### src/rtl/alarm_set_controller_pkg.sv
// Purpose: shared types and constants for the alarm front-panel sequencer.
// Latency: n/a (types, constants and a pure helper function only).
// Backpressure: n/a.
package alarm_set_controller_pkg;

    typedef enum logic [2:0] {
        ST_IDLE   = 3'd0,
        ST_T_HR   = 3'd1,
        ST_T_MIN  = 3'd2,
        ST_A_HR   = 3'd3,
        ST_A_MIN  = 3'd4,
        ST_SNOOZE = 3'd5
    } state_t;

    // Operation selector for bcd_time_add.
    typedef enum logic [1:0] {
        ADD_HOUR_INC = 2'd0,
        ADD_MIN_INC  = 2'd1,
        ADD_MINUTES  = 2'd2
    } add_mode_t;

    // edit_field codes driven to the display blink logic.
    localparam logic [1:0] FIELD_NONE    = 2'd0;
    localparam logic [1:0] FIELD_HOURS   = 2'd1;
    localparam logic [1:0] FIELD_MINUTES = 2'd2;

    localparam int HOUR_MAX    = 23;
    localparam int MIN_MAX     = 59;
    localparam int MIN_PER_DAY = 1440;

    // hh:mm in BCD, laid out in the same order as the load bus.
    typedef struct packed {
        logic [1:0] h1;
        logic [3:0] h0;
        logic [3:0] m1;
        logic [3:0] m0;
    } bcd_time_t;

    function automatic logic is_edit_state(input state_t s);
        return (s == ST_T_HR) || (s == ST_T_MIN) || (s == ST_A_HR) || (s == ST_A_MIN);
    endfunction

endpackage

### src/rtl/alarm_set_controller_if.sv
// Purpose: panel-side bundle: debounced buttons, current time in, BCD load bus and pulses out.
// Latency: n/a (wires only).
// Backpressure: none; pulses are fire-and-forget single cycles.
interface alarm_set_controller_if;
    import alarm_set_controller_pkg::*;

    logic       btn_mode;
    logic       btn_up;
    logic       btn_cancel;
    logic       btn_snooze;
    logic       alarm_active;
    logic [1:0] cur_hour1;
    logic [3:0] cur_hour0;
    logic [3:0] cur_min1;
    logic [3:0] cur_min0;
    logic [1:0] hour_in1;
    logic [3:0] hour_in0;
    logic [3:0] minute_in1;
    logic [3:0] minute_in0;
    logic       load_time;
    logic       load_alarm;
    logic       stop_alarm;
    logic       editing;
    logic [1:0] edit_field;

    // slave = the sequencer; master = whatever drives the buttons and observes the bus.
    modport slave (
        input  btn_mode, btn_up, btn_cancel, btn_snooze, alarm_active,
        input  cur_hour1, cur_hour0, cur_min1, cur_min0,
        output hour_in1, hour_in0, minute_in1, minute_in0,
        output load_time, load_alarm, stop_alarm, editing, edit_field
    );

    modport master (
        output btn_mode, btn_up, btn_cancel, btn_snooze, alarm_active,
        output cur_hour1, cur_hour0, cur_min1, cur_min0,
        input  hour_in1, hour_in0, minute_in1, minute_in0,
        input  load_time, load_alarm, stop_alarm, editing, edit_field
    );
endinterface

### src/rtl/alarm_set_controller_bcd_time_add.sv
// Purpose: BCD hh:mm adder: hour+1 (wrap 23->00), minute+1 (wrap 59->00, no carry), or +N minutes mod 1440.
// Latency: combinational.
// Backpressure: none.
module bcd_time_add
    import alarm_set_controller_pkg::*;
(
    input  bcd_time_t  time_i,
    input  logic [5:0] addend_i,
    input  add_mode_t  mode_i,
    output bcd_time_t  sum_o
);
    // Everything is done in binary and re-encoded; this gives the 09->10, 19->20
    // and 23->00 hour behaviour without special-casing each BCD digit.
    logic [4:0]  hh_bin;
    logic [5:0]  mm_bin;
    logic [10:0] tot_raw;
    logic [10:0] tot_wrap;
    logic [4:0]  hh_sum;
    logic [5:0]  mm_sum;

    always_comb begin
        hh_bin   = 5'(time_i.h1) * 5'd10 + 5'(time_i.h0);
        mm_bin   = 6'(time_i.m1) * 6'd10 + 6'(time_i.m0);
        tot_raw  = 11'(hh_bin) * 11'd60 + 11'(mm_bin) + 11'(addend_i);
        // addend < 64 so one conditional subtract is enough for the day wrap.
        tot_wrap = (tot_raw >= 11'(MIN_PER_DAY)) ? tot_raw - 11'(MIN_PER_DAY) : tot_raw;
        hh_sum   = hh_bin;
        mm_sum   = mm_bin;
        case (mode_i)
            ADD_HOUR_INC: hh_sum = (hh_bin >= 5'(HOUR_MAX)) ? 5'd0 : hh_bin + 5'd1;
            ADD_MIN_INC:  mm_sum = (mm_bin >= 6'(MIN_MAX)) ? 6'd0 : mm_bin + 6'd1;
            ADD_MINUTES: begin
                hh_sum = 5'(tot_wrap / 11'd60);
                mm_sum = 6'(tot_wrap % 11'd60);
            end
            default: ;
        endcase
        sum_o.h1 = 2'(hh_sum / 5'd10);
        sum_o.h0 = 4'(hh_sum % 5'd10);
        sum_o.m1 = 4'(mm_sum / 6'd10);
        sum_o.m0 = 4'(mm_sum % 6'd10);
    end
endmodule

### src/rtl/alarm_set_controller.sv
// Purpose: front-panel edit FSM for alarm_clock: edits time/alarm via mode/up/cancel, snooze re-arm; ports clk, reset (sync, active-low), panel_if (slave).
// Latency: every output registered; button edge -> output change on the next clk edge.
// Backpressure: none; load_time/load_alarm/stop_alarm are single-cycle, never overlapping.
module alarm_set_controller
    import alarm_set_controller_pkg::*;
#(
    parameter int REPEAT_DELAY = 25_000_000,
    parameter int REPEAT_RATE  = 5_000_000,
    parameter int SNOOZE_MIN   = 9
) (
    input  logic                clk,
    input  logic                reset,
    alarm_set_controller_if.slave panel_if
);
    if (SNOOZE_MIN < 1 || SNOOZE_MIN > MIN_MAX) begin : g_bad_snooze
        $error("SNOOZE_MIN must be within 1..59");
    end
    if (REPEAT_DELAY < 1 || REPEAT_RATE < 1) begin : g_bad_repeat
        $error("REPEAT_DELAY and REPEAT_RATE must be at least 1");
    end

    localparam int RPT_MAX = (REPEAT_DELAY > REPEAT_RATE) ? REPEAT_DELAY : REPEAT_RATE;
    localparam int CW      = $clog2(RPT_MAX + 1);

    logic        mode_q, up_q, cancel_q, snooze_q;
    logic        mode_edge, up_edge, cancel_edge, snooze_edge;
    state_t      state_q, state_d;
    bcd_time_t   bus_q, bus_d, shadow_q, shadow_d;
    bcd_time_t   cur_time, bus_base, add_in, add_out;
    add_mode_t   add_mode;
    logic        load_time_q, load_time_d, load_alarm_q, load_alarm_d;
    logic        stop_alarm_q, stop_alarm_d;
    logic        editing_q, editing_d;
    logic [1:0]  edit_field_q, edit_field_d;
    logic [CW-1:0] rpt_cnt_q, rpt_cnt_d;
    logic        rpt_on_q, rpt_on_d;
    logic        up_held, rpt_fire, inc;

    assign mode_edge   = panel_if.btn_mode   & ~mode_q;
    assign up_edge     = panel_if.btn_up     & ~up_q;
    assign cancel_edge = panel_if.btn_cancel & ~cancel_q;
    assign snooze_edge = panel_if.btn_snooze & ~snooze_q;

    assign cur_time = {panel_if.cur_hour1, panel_if.cur_hour0, panel_if.cur_min1, panel_if.cur_min0};

    // The cycle carrying load_time still shows the committed time; the alarm
    // shadow takes over the bus from the next edge, and an up edge landing in
    // that cycle is applied on top of the shadow rather than the old time.
    assign bus_base = load_time_q ? shadow_q : bus_q;

    // IDLE only ever needs the snooze sum; edit states need the field increment.
    always_comb begin
        add_in   = bus_base;
        add_mode = ADD_HOUR_INC;
        if (state_q == ST_IDLE) begin
            add_in   = cur_time;
            add_mode = ADD_MINUTES;
        end else if (state_q == ST_T_MIN || state_q == ST_A_MIN) begin
            add_mode = ADD_MIN_INC;
        end
    end

    bcd_time_add u_add (
        .time_i   (add_in),
        .addend_i (6'(SNOOZE_MIN)),
        .mode_i   (add_mode),
        .sum_o    (add_out)
    );

    // Auto-repeat: cnt is the number of held cycles so far; first repeat at
    // REPEAT_DELAY, then every REPEAT_RATE (counter reloads to 1 on each fire).
    assign up_held  = panel_if.btn_up && is_edit_state(state_q);
    assign rpt_fire = up_held && (rpt_on_q ? (rpt_cnt_q == CW'(REPEAT_RATE))
                                           : (rpt_cnt_q == CW'(REPEAT_DELAY)));
    assign inc      = up_edge | rpt_fire;

    always_comb begin
        state_d      = state_q;
        bus_d        = bus_base;
        shadow_d     = shadow_q;
        load_time_d  = 1'b0;
        load_alarm_d = 1'b0;
        stop_alarm_d = 1'b0;
        case (state_q)
            ST_IDLE: begin
                if (mode_edge) begin
                    state_d = ST_T_HR;
                    bus_d   = cur_time;
                end else if (snooze_edge && panel_if.alarm_active) begin
                    state_d      = ST_SNOOZE;
                    stop_alarm_d = 1'b1;
                    bus_d        = add_out;
                end
            end
            ST_T_HR, ST_A_HR: begin
                if (cancel_edge)    state_d = ST_IDLE;
                else if (mode_edge) state_d = (state_q == ST_T_HR) ? ST_T_MIN : ST_A_MIN;
                else if (inc)       bus_d   = add_out;
            end
            ST_T_MIN: begin
                if (cancel_edge) begin
                    state_d = ST_IDLE;
                end else if (mode_edge) begin
                    state_d     = ST_A_HR;
                    load_time_d = 1'b1;
                end else if (inc) begin
                    bus_d = add_out;
                end
            end
            ST_A_MIN: begin
                if (cancel_edge) begin
                    state_d = ST_IDLE;
                end else if (mode_edge) begin
                    state_d      = ST_IDLE;
                    load_alarm_d = 1'b1;
                    shadow_d     = bus_q;
                end else if (inc) begin
                    bus_d = add_out;
                end
            end
            // Snoozed alarm goes straight to alarm_clock; shadow keeps the user's alarm.
            ST_SNOOZE: begin
                state_d      = ST_IDLE;
                load_alarm_d = 1'b1;
            end
            default: state_d = ST_IDLE;
        endcase
    end

    always_comb begin
        rpt_cnt_d = '0;
        rpt_on_d  = 1'b0;
        if (up_held && state_d == state_q) begin
            if (rpt_fire) begin
                rpt_cnt_d = CW'(1);
                rpt_on_d  = 1'b1;
            end else begin
                rpt_cnt_d = rpt_cnt_q + CW'(1);
                rpt_on_d  = rpt_on_q;
            end
        end
    end

    always_comb begin
        editing_d = is_edit_state(state_d);
        case (state_d)
            ST_T_HR, ST_A_HR:   edit_field_d = FIELD_HOURS;
            ST_T_MIN, ST_A_MIN: edit_field_d = FIELD_MINUTES;
            default:            edit_field_d = FIELD_NONE;
        endcase
    end

    always_ff @(posedge clk) begin
        if (!reset) begin
            mode_q       <= 1'b0;
            up_q         <= 1'b0;
            cancel_q     <= 1'b0;
            snooze_q     <= 1'b0;
            state_q      <= ST_IDLE;
            bus_q        <= '0;
            shadow_q     <= '0;
            load_time_q  <= 1'b0;
            load_alarm_q <= 1'b0;
            stop_alarm_q <= 1'b0;
            editing_q    <= 1'b0;
            edit_field_q <= FIELD_NONE;
            rpt_cnt_q    <= '0;
            rpt_on_q     <= 1'b0;
        end else begin
            mode_q       <= panel_if.btn_mode;
            up_q         <= panel_if.btn_up;
            cancel_q     <= panel_if.btn_cancel;
            snooze_q     <= panel_if.btn_snooze;
            state_q      <= state_d;
            bus_q        <= bus_d;
            shadow_q     <= shadow_d;
            load_time_q  <= load_time_d;
            load_alarm_q <= load_alarm_d;
            stop_alarm_q <= stop_alarm_d;
            editing_q    <= editing_d;
            edit_field_q <= edit_field_d;
            rpt_cnt_q    <= rpt_cnt_d;
            rpt_on_q     <= rpt_on_d;
        end
    end

    assign panel_if.hour_in1   = bus_q.h1;
    assign panel_if.hour_in0   = bus_q.h0;
    assign panel_if.minute_in1 = bus_q.m1;
    assign panel_if.minute_in0 = bus_q.m0;
    assign panel_if.load_time  = load_time_q;
    assign panel_if.load_alarm = load_alarm_q;
    assign panel_if.stop_alarm = stop_alarm_q;
    assign panel_if.editing    = editing_q;
    assign panel_if.edit_field = edit_field_q;
endmodule
### src/flat_wrapper.sv
// flat-port wrapper written by rule: the top's interface ports become plain ports
module alarm_set_controller_flat import alarm_set_controller_pkg::*;
#(
    parameter int REPEAT_DELAY = 25_000_000,
    parameter int REPEAT_RATE  = 5_000_000,
    parameter int SNOOZE_MIN   = 9
)
  (clk, reset, panel_if_btn_mode, panel_if_btn_up, panel_if_btn_cancel, panel_if_btn_snooze, panel_if_alarm_active, panel_if_cur_hour1, panel_if_cur_hour0, panel_if_cur_min1, panel_if_cur_min0, panel_if_hour_in1, panel_if_hour_in0, panel_if_minute_in1, panel_if_minute_in0, panel_if_load_time, panel_if_load_alarm, panel_if_stop_alarm, panel_if_editing, panel_if_edit_field);
  alarm_set_controller_if panel_if_i ();
  input  logic clk;
  input  logic reset;
  input wire logic [$bits(panel_if_i.btn_mode)-1:0] panel_if_btn_mode;
  input wire logic [$bits(panel_if_i.btn_up)-1:0] panel_if_btn_up;
  input wire logic [$bits(panel_if_i.btn_cancel)-1:0] panel_if_btn_cancel;
  input wire logic [$bits(panel_if_i.btn_snooze)-1:0] panel_if_btn_snooze;
  input wire logic [$bits(panel_if_i.alarm_active)-1:0] panel_if_alarm_active;
  input wire logic [$bits(panel_if_i.cur_hour1)-1:0] panel_if_cur_hour1;
  input wire logic [$bits(panel_if_i.cur_hour0)-1:0] panel_if_cur_hour0;
  input wire logic [$bits(panel_if_i.cur_min1)-1:0] panel_if_cur_min1;
  input wire logic [$bits(panel_if_i.cur_min0)-1:0] panel_if_cur_min0;
  output wire logic [$bits(panel_if_i.hour_in1)-1:0] panel_if_hour_in1;
  output wire logic [$bits(panel_if_i.hour_in0)-1:0] panel_if_hour_in0;
  output wire logic [$bits(panel_if_i.minute_in1)-1:0] panel_if_minute_in1;
  output wire logic [$bits(panel_if_i.minute_in0)-1:0] panel_if_minute_in0;
  output wire logic [$bits(panel_if_i.load_time)-1:0] panel_if_load_time;
  output wire logic [$bits(panel_if_i.load_alarm)-1:0] panel_if_load_alarm;
  output wire logic [$bits(panel_if_i.stop_alarm)-1:0] panel_if_stop_alarm;
  output wire logic [$bits(panel_if_i.editing)-1:0] panel_if_editing;
  output wire logic [$bits(panel_if_i.edit_field)-1:0] panel_if_edit_field;
  assign panel_if_i.btn_mode = panel_if_btn_mode;
  assign panel_if_i.btn_up = panel_if_btn_up;
  assign panel_if_i.btn_cancel = panel_if_btn_cancel;
  assign panel_if_i.btn_snooze = panel_if_btn_snooze;
  assign panel_if_i.alarm_active = panel_if_alarm_active;
  assign panel_if_i.cur_hour1 = panel_if_cur_hour1;
  assign panel_if_i.cur_hour0 = panel_if_cur_hour0;
  assign panel_if_i.cur_min1 = panel_if_cur_min1;
  assign panel_if_i.cur_min0 = panel_if_cur_min0;
  assign panel_if_hour_in1 = panel_if_i.hour_in1;
  assign panel_if_hour_in0 = panel_if_i.hour_in0;
  assign panel_if_minute_in1 = panel_if_i.minute_in1;
  assign panel_if_minute_in0 = panel_if_i.minute_in0;
  assign panel_if_load_time = panel_if_i.load_time;
  assign panel_if_load_alarm = panel_if_i.load_alarm;
  assign panel_if_stop_alarm = panel_if_i.stop_alarm;
  assign panel_if_editing = panel_if_i.editing;
  assign panel_if_edit_field = panel_if_i.edit_field;
  alarm_set_controller #(.REPEAT_DELAY(REPEAT_DELAY), .REPEAT_RATE(REPEAT_RATE), .SNOOZE_MIN(SNOOZE_MIN)) u_core (.clk(clk), .reset(reset), .panel_if(panel_if_i));
endmodule
### config.mk
export PLATFORM = sky130hd
export DESIGN_NAME = alarm_set_controller_flat
export DESIGN_NICKNAME = d
export VERILOG_FILES = /design/src/rtl/alarm_set_controller_pkg.sv /design/src/rtl/alarm_set_controller_if.sv /design/src/rtl/alarm_set_controller_bcd_time_add.sv /design/src/rtl/alarm_set_controller.sv /design/src/flat_wrapper.sv
export SDC_FILE = /design/constraint.sdc
export NUM_CORES = 1
export LEC_CHECK = 0
export CORE_AREA = 3 3 133 135
export CTS_CLUSTER_DIAMETER = 100
export CTS_CLUSTER_SIZE = 25
export DETAILED_ROUTE_END_ITERATION = 10
export DIE_AREA = 0 0 136 138
export GPL_ROUTABILITY_DRIVEN = 0
export SLEW_MARGIN = 20
export SYNTH_ARGS = -nofsm -noshare
export SYNTH_HDL_FRONTEND = slang
export SYNTH_SLANG_ARGS = --single-unit
### constraint.sdc
create_clock -name clk -period 13.5 [get_ports clk]
set_clock_uncertainty 0.15 [all_clocks]
set_input_delay 1.35 -clock clk [delete_from_list [all_inputs] [get_ports clk]]
set_output_delay 1.35 -clock clk [all_outputs]
set_load 0.01 [all_outputs]
==> After elaboration in Yosys (flattened, before gate mapping) <==
Cells that the tools add are included.
{ "totals": {"reg_bits": 67, "input_bits": 21, "out_inout_bits": 20, "elab_cells": 122} }
{ "op_classes": {"add_sub_neg": 8, "mul": 3, "div_mod_pow": 6, "n_lt_le_gt_ge": 3, "n_eq_ne": 14, "mux": 32, "bitwise": 13, "reduce_logical": 22} }
{ "op_table": {"columns": ["op", "n"], "rows": [
  ["$mux 14", 7],
  ["$pmux 14 s2", 1],
  ["$mux 3", 9],
  ["$add 25x1->25 const B", 1],
  ["$eq 25x23->1 const B", 1],
  ["$eq 25x25->1 const B", 1],
  ["$eq 3x2->1 const B", 4],
  ["$pmux 3 s4", 1],
  ["$pmux 6 s2", 1],
  ["$add 11x4->11 const B", 1],
  ["$add 11x6->11", 1],
  ["$div 11x6->11 const B", 1],
  ["$ge 11x11->1 const B", 1],
  ["$mod 11x6->11 const B", 1],
  ["$mux 11", 1],
  ["$sub 11x11->11 const B", 1],
  ["$pmux 5 s2", 1],
  ["$eq 3x3->1 const B", 3],
  ["$mul 5x4->9 const B", 1],
  ["$not 1->1", 8],
  ["$logic_or 1x1->1", 7],
  ["$add 6x1->6 const B", 1],
  ["$add 6x4->6", 1],
  ["$div 6x4->6 const B", 1],
  ["other kinds (29)", 45]
]} }

==> Longest topological paths before layout <==
{ "logic_depth": {"ltp_word": 16, "depth_mapped": 52, "ltp_nobuf": 43} }

==> Modules after synthesis <==
Synthesis repeated with hierarchy kept, for this count alone.
{ "hier_totals": {"cells_unflattened": 934, "area_unflattened_um2": 7340.8} }
{ "modules_own_cells": {"columns": ["mod", "instances", "cells_per_inst", "area_per_inst_um2", "seq_area_each_um2"], "rows": [
  ["alarm_set_controller", 1, 458, 3786.1, 1341.3],
  ["bcd_time_add", 1, 476, 3554.7, 0.0]
]} }

==> Worst setup path after synthesis <==
OpenSTA, ideal clock, no wires.
{ "synth_timing": {"path_kind": "flip-flop to flip-flop", "from": "register u_core.state_q[0]", "to": "register u_core.bus_q, in the netlist u_core.panel_if.minute_in0[3]", "setup_ns": 0.134, "arrival_ns": 10.729, "required_time_ns": 13.216, "slack_ns": 2.487, "path_stages_with_launch": 49, "path_buffers": 7, "synth_period_minus_slack_ns": 11.013, "path_cell_list": "dfxtp_1 buf_2 or3_1 clkbuf_1 clkbuf_1 clkbuf_1 clkbuf_1 nor2_1 a21oi_1 ha_1 a21oi_1 xor2_1 inv_1 fa_1 inv_1 fa_1 inv_1 ha_1 (+13 left out) a221o_1 a21oi_1 nor2_1 mux2_2 o32a_1 nor3_2 nor2_1 ha_1 nor2b_1 o311a_1 a221oi_4 or3_1 nand2_1 inv_1 ha_1 a31o_1 a2111oi_1 o211ai_1"} }
{ "synth_via": {"elab_chain_cells": 16, "elab_cells_between_ends": 40, "classes_between": "6 x add/sub; 3 x mul; 2 x div; 2 x order compare; 6 x eq/ne; 12 x mux; 1 x bitwise; 8 x reduce/logical"} }
{ "synth_lines": {"columns": ["element", "line", "rtl"], "rows": [
  ["start: declaration", "alarm_set_controller.sv:27", "state_t state_q, state_d;"],
  ["start signal: assignment", "alarm_set_controller.sv:174", "state_q <= state_d;"],
  ["$logic_not 3->1", "alarm_set_controller.sv:55, alarm_set_controller.sv:84", null],
  ["$mux 14", "alarm_set_controller.sv:55", "if (state_q == ST_IDLE) begin"],
  ["$mul 2x3->4", "alarm_set_controller_bcd_time_add.sv:22", "hh_bin = 5'(time_i.h1) * 5'd10 + 5'(time_i.h0);"],
  ["$add 5x4->5", "alarm_set_controller_bcd_time_add.sv:22", null],
  ["$mul 5x4->9", "alarm_set_controller_bcd_time_add.sv:24", "tot_raw = 11'(hh_bin) * 11'd60 + 11'(mm_bin) + 11'(addend_i);"],
  ["$add 11x6->11", "alarm_set_controller_bcd_time_add.sv:24", null],
  ["$add 11x4->11", "alarm_set_controller_bcd_time_add.sv:24", null],
  ["$sub 11x11->11 or $ge 11x11->1 (tied branches)", "alarm_set_controller_bcd_time_add.sv:26", "tot_wrap = (tot_raw >= 11'(MIN_PER_DAY)) ? tot_raw - 11'(MIN_PER_DAY) : tot_raw;"],
  ["$mux 11", "alarm_set_controller_bcd_time_add.sv:26", null],
  ["$mod 11x6->11", "alarm_set_controller_bcd_time_add.sv:34", "mm_sum = 6'(tot_wrap % 11'd60);"],
  ["$pmux 6 s2", "alarm_set_controller_bcd_time_add.sv:29", "case (mode_i)"],
  ["$mod 6x4->6", "alarm_set_controller_bcd_time_add.sv:41", "sum_o.m0 = 4'(mm_sum % 6'd10);"],
  ["$mux 14", "alarm_set_controller.sv:98, alarm_set_controller.sv:106, alarm_set_controller.sv:117", null],
  ["$mux 14", "alarm_set_controller.sv:103", "end else if (mode_edge) begin"],
  ["$mux 14", "alarm_set_controller.sv:101", "if (cancel_edge) begin"],
  ["$pmux 14 s2 *", "alarm_set_controller.sv:84", "case (state_q)"],
  ["end signal: assignment", "alarm_set_controller.sv:175", "bus_q <= bus_d;"],
  ["end: declaration", "alarm_set_controller.sv:28", "bcd_time_t bus_q, bus_d, shadow_q, shadow_d;"]
]} }
Mark *: on every way between the ends. The rest lies on a longest branch, timed or not.
A chain may end at the register's enable or synchronous reset.

==> Worst setup path after layout <==
{ "layout_timing": {"from": "input panel_if_cur_hour0[2]", "to": "register u_core.bus_q, in the netlist u_core.panel_if.minute_in0[3]"} }
{ "layout_via": {"elab_chain_cells": 14, "elab_cells_between_ends": 17, "classes_between": "4 x add/sub; 1 x mul; 2 x div; 1 x order compare; 9 x mux"} }
{ "layout_lines": {"columns": ["element", "line", "rtl"], "rows": [
  ["start: declaration", "flat_wrapper.sv:18", "input wire logic [$bits(panel_if_i.cur_hour0)-1:0] panel_if_cur_hour0;"],
  ["$mux 14 *", "alarm_set_controller.sv:55", null],
  ["$add 5x4->5 *", "alarm_set_controller_bcd_time_add.sv:22", null],
  ["$mul 5x4->9 *", "alarm_set_controller_bcd_time_add.sv:24", null],
  ["$add 11x6->11 *", "alarm_set_controller_bcd_time_add.sv:24", null],
  ["$add 11x4->11 *", "alarm_set_controller_bcd_time_add.sv:24", null],
  ["$sub 11x11->11 or $ge 11x11->1 (tied branches)", "alarm_set_controller_bcd_time_add.sv:26", null],
  ["$mux 11 *", "alarm_set_controller_bcd_time_add.sv:26", null],
  ["$mod 11x6->11 *", "alarm_set_controller_bcd_time_add.sv:34", null],
  ["$pmux 6 s2 *", "alarm_set_controller_bcd_time_add.sv:29", null],
  ["$mod 6x4->6 *", "alarm_set_controller_bcd_time_add.sv:41", null],
  ["$mux 14", "alarm_set_controller.sv:98, alarm_set_controller.sv:106, alarm_set_controller.sv:117", null],
  ["$mux 14", "alarm_set_controller.sv:103", null],
  ["$mux 14", "alarm_set_controller.sv:101", null],
  ["$pmux 14 s2 *", "alarm_set_controller.sv:84", null]
]} }
Marks and branches as above.

==> metrics.cfg <==
[outcome]
status = completed

[worst_setup_path]
worstSetupEndpointType = register
crit_path_max_incr_delay_ns = 0.56
crit_fanout = 12
startpoint_type = input pin
rrSetupSlack_ns = 1.82
path_class = input pin to register
timing.rr.start = u_core.state_q[2]$_SDFF_PN0_
required_ns = 13.60
r2r_cells = 40
cp_slowest_cell = a31oi_2
rr_endpoint = u_core.panel_if.minute_in0[3]$_SDFF_PN0_
cp_data_arrival_time_ns = 12.15

[sta]
fmax_mhz = 83.0
timing.hold.ws_ns = 0.304
rsz0062_at_grt = no
period_share = 0.893
period_needed_ns = 12.05
worst_slew_pin_slew_ns = 0.958
tns_ns = 0
relSlewSlack = 0.359
drv_slew = 0
hold_violations = 0
setup_viol_count_final = 0

[synthesis]
ys.flop_type = dfxtp_1
synth_area_um2 = 6650
yosysWarnings = 0
yosys.area.top_type = dfxtp_1
ys_ff_latch = 67
synth_cell_type_count = 94
syn_nets = 979
synth_top_area_frac = 0.202
synthArstFlopShare = 0
synth_seq_area_share = 0.202
synth_area_leaders = dfxtp_1 (20%), ha_1 (8.3%), a21oi_1 (5.9%)
synth_area_per_cell_um2 = 7.32
netlist_instances = 909
synth-edff-count = 0

[global_route]
grt_use_total = 0.193
busiest_layer = met1
grt_max_degree = 33
grt_pass1_vias = 5852
use_met1 = 0.306
grt_overflow = 0
use_met3 = 0.0283
grt_pass1_wl_um = 30300
antenna_found_initial = 0
use_met2 = 0.271

[route]
routed_wl_um = 18500
drt_iter0_markers = 543
ant_nets = 0
firstDrtPassIters = 5
vias = 6687
viasPerCell = 5.79
routedWlPerCell_um = 16.0
drc = 0

[final_layout]
fin_nets = 999
drive_above_1_share = 0.0749
insertedDiodeCount = 0
areaGrowthSynthToFinish_pct = 13.1
fin_area_um2 = 7530
final_core_util = 0.454

[clocking]
cts_tree = built
numCtsBuffers = 9
cts.path.max_buffers = 2
insertion_delay_ns = 0.33
clockRootBuffer = clkbuf_16
cts_hold_buf = 0
h-tree-depth = 3
clkTransAtPathRegs_ns = 0.06
cts_repair_resize_count = 0
cts_setup_buffers = 0
cts.sinks = 67

[hold_path]
hold_class = register to register
hp-start = u_core.shadow_q[1]$_SDFFE_PN0P_
min_delay_path_depth = 2
hold_end = u_core.shadow_q[1]$_SDFFE_PN0P_

[floorplan]
die_w_um = 136
die_h_um = 138
boundaryPins = 41
core_um2 = 16600
start_util = 0.401
row_count = 47
die-area_um2 = 18800

[placement]
io_buffers = 40
hpwlAfterDp_um = 14000
dpl_cell_area_um2 = 7230

[job]
max-cap-violations = 0

[worst max path at each step]
stage | startpoint | endpoint | slack (ns) | depth (start not counted)
2_1_floorplan | u_core.state_q[0]$_SDFF_PN0_ | u_core.panel_if.minute_in0[3]$_SDFF_PN0_ | 2.49 | 48
3_3_place_gp | panel_if_cur_hour0[2] | u_core.panel_if.minute_in0[3]$_SDFF_PN0_ | 1.32 | 42
3_5_place_dp | panel_if_cur_hour0[2] | u_core.panel_if.minute_in0[3]$_SDFF_PN0_ | 1.32 | 40
4_1_cts | panel_if_cur_hour0[2] | u_core.panel_if.minute_in0[3]$_SDFF_PN0_ | 1.61 | 40
5_1_grt | panel_if_cur_hour1[1] | u_core.panel_if.minute_in0[3]$_SDFF_PN0_ | 0.76 | 40
6_report | panel_if_cur_hour0[2] | u_core.panel_if.minute_in0[3]$_SDFF_PN0_ | 1.45 | 40
[cell families (layout without fill, tap and decap cells)]
family / after synthesis / after routing / share of synthesized area
and+or+nand+nor: 347 / 347 / 0.250
AOI/OAI and AO/OA: 278 / 278 / 0.284
buffers and inverters: 91 / 116 / 0.0560
DFF: 67 / 67 / 0.202
xor gates and xnor gates: 55 / 55 / 0.0735
adders and majority gates: 49 / 49 / 0.0978
muxes: 22 / 22 / 0.0365
[synth_stat cells, types with 8 or more instances]
cell	instances
o22ai_1	9
nor3_1	19
clkbuf_1	35
dfxtp_1	67
nor2b_1	8
nor2_1	102
nand2_1	98
xnor2_1	31
or2_2	12
o211ai_1	16
ha_1	44
and2_1	13
o21ai_0	58
a31oi_1	14
a211oi_1	12
nand2b_1	9
a21oi_1	79
xor2_1	23
nand3_1	31
inv_1	45
and3_1	15
mux2i_1	16
[layout make-up]
cell class / count / area (um2)
Multi-Input combinational cell: 751 / 4940
Clock inverter: 6 / 65.1
Inverter: 46 / 173
Sequential cell: 67 / 1340
Timing Repair Buffer: 54 / 505
Fill cell: 1657 / 9050
Clock buffer: 10 / 229
Tap cell: 220 / 275
[critical path: cells and delay by family]
| kind | cells | cell delay [ns] |
|---|---|---|
| AOI/OAI and AO/OA | 17 | 4.47 |
| xor gates and xnor gates | 2 | 0.54 |
| adders and majority gates | 8 | 3.01 |
| buffers and inverters | 7 | 1.33 |
| and+or+nand+nor | 6 | 1.44 |
[metrics by stage]
step | setup slack [ns] | cells
floorplan | 2.49 | 909
global placement | 1.32 | 1138
detailed placement | 1.32 | 1138
CTS | 1.61 | 1154
global route | 0.756 | 1154
finish | 1.45 | 1154
[cell usage in the layout, fill, tap and decap left out, types with 14 or more instances in the layout]
cell / n
nor2_1: 102
nand2_1: 98
a21oi_1: 79
dfxtp_1: 67
o21ai_0: 57
inv_1: 45
ha_1: 44
clkdlybuf4s50_1: 40
xnor2_1: 31
nand3_1: 31
xor2_1: 23
nor3_1: 19
mux2i_1: 16
o211ai_1: 16
and3_1: 15
a31oi_1: 14
buf_4: 14
[layer usage]
metal,up-vias,wire length (um)
met5,-,0
met4,0,203
met3,17,1260
met2,239,7680
met1,3085,9340
li1,3346,-
[sequential cells by signal, summed over array words and instances, names as in the netlist, 2 cells and up]
| name | cells |
|---|---|
| u_core.panel_if.hour_in1 | 2 |
| u_core.rpt_cnt_q | 25 |
| u_core.panel_if.minute_in1 | 4 |
| u_core.state_q | 3 |
| u_core.panel_if.hour_in0 | 4 |
| u_core.panel_if.minute_in0 | 4 |
| u_core.panel_if.edit_field | 2 |
| u_core.shadow_q | 14 |
Power is left out: the tool's default activity adds up to more than one toggle a clock period on the data nets, which glitch-free logic cannot reach.
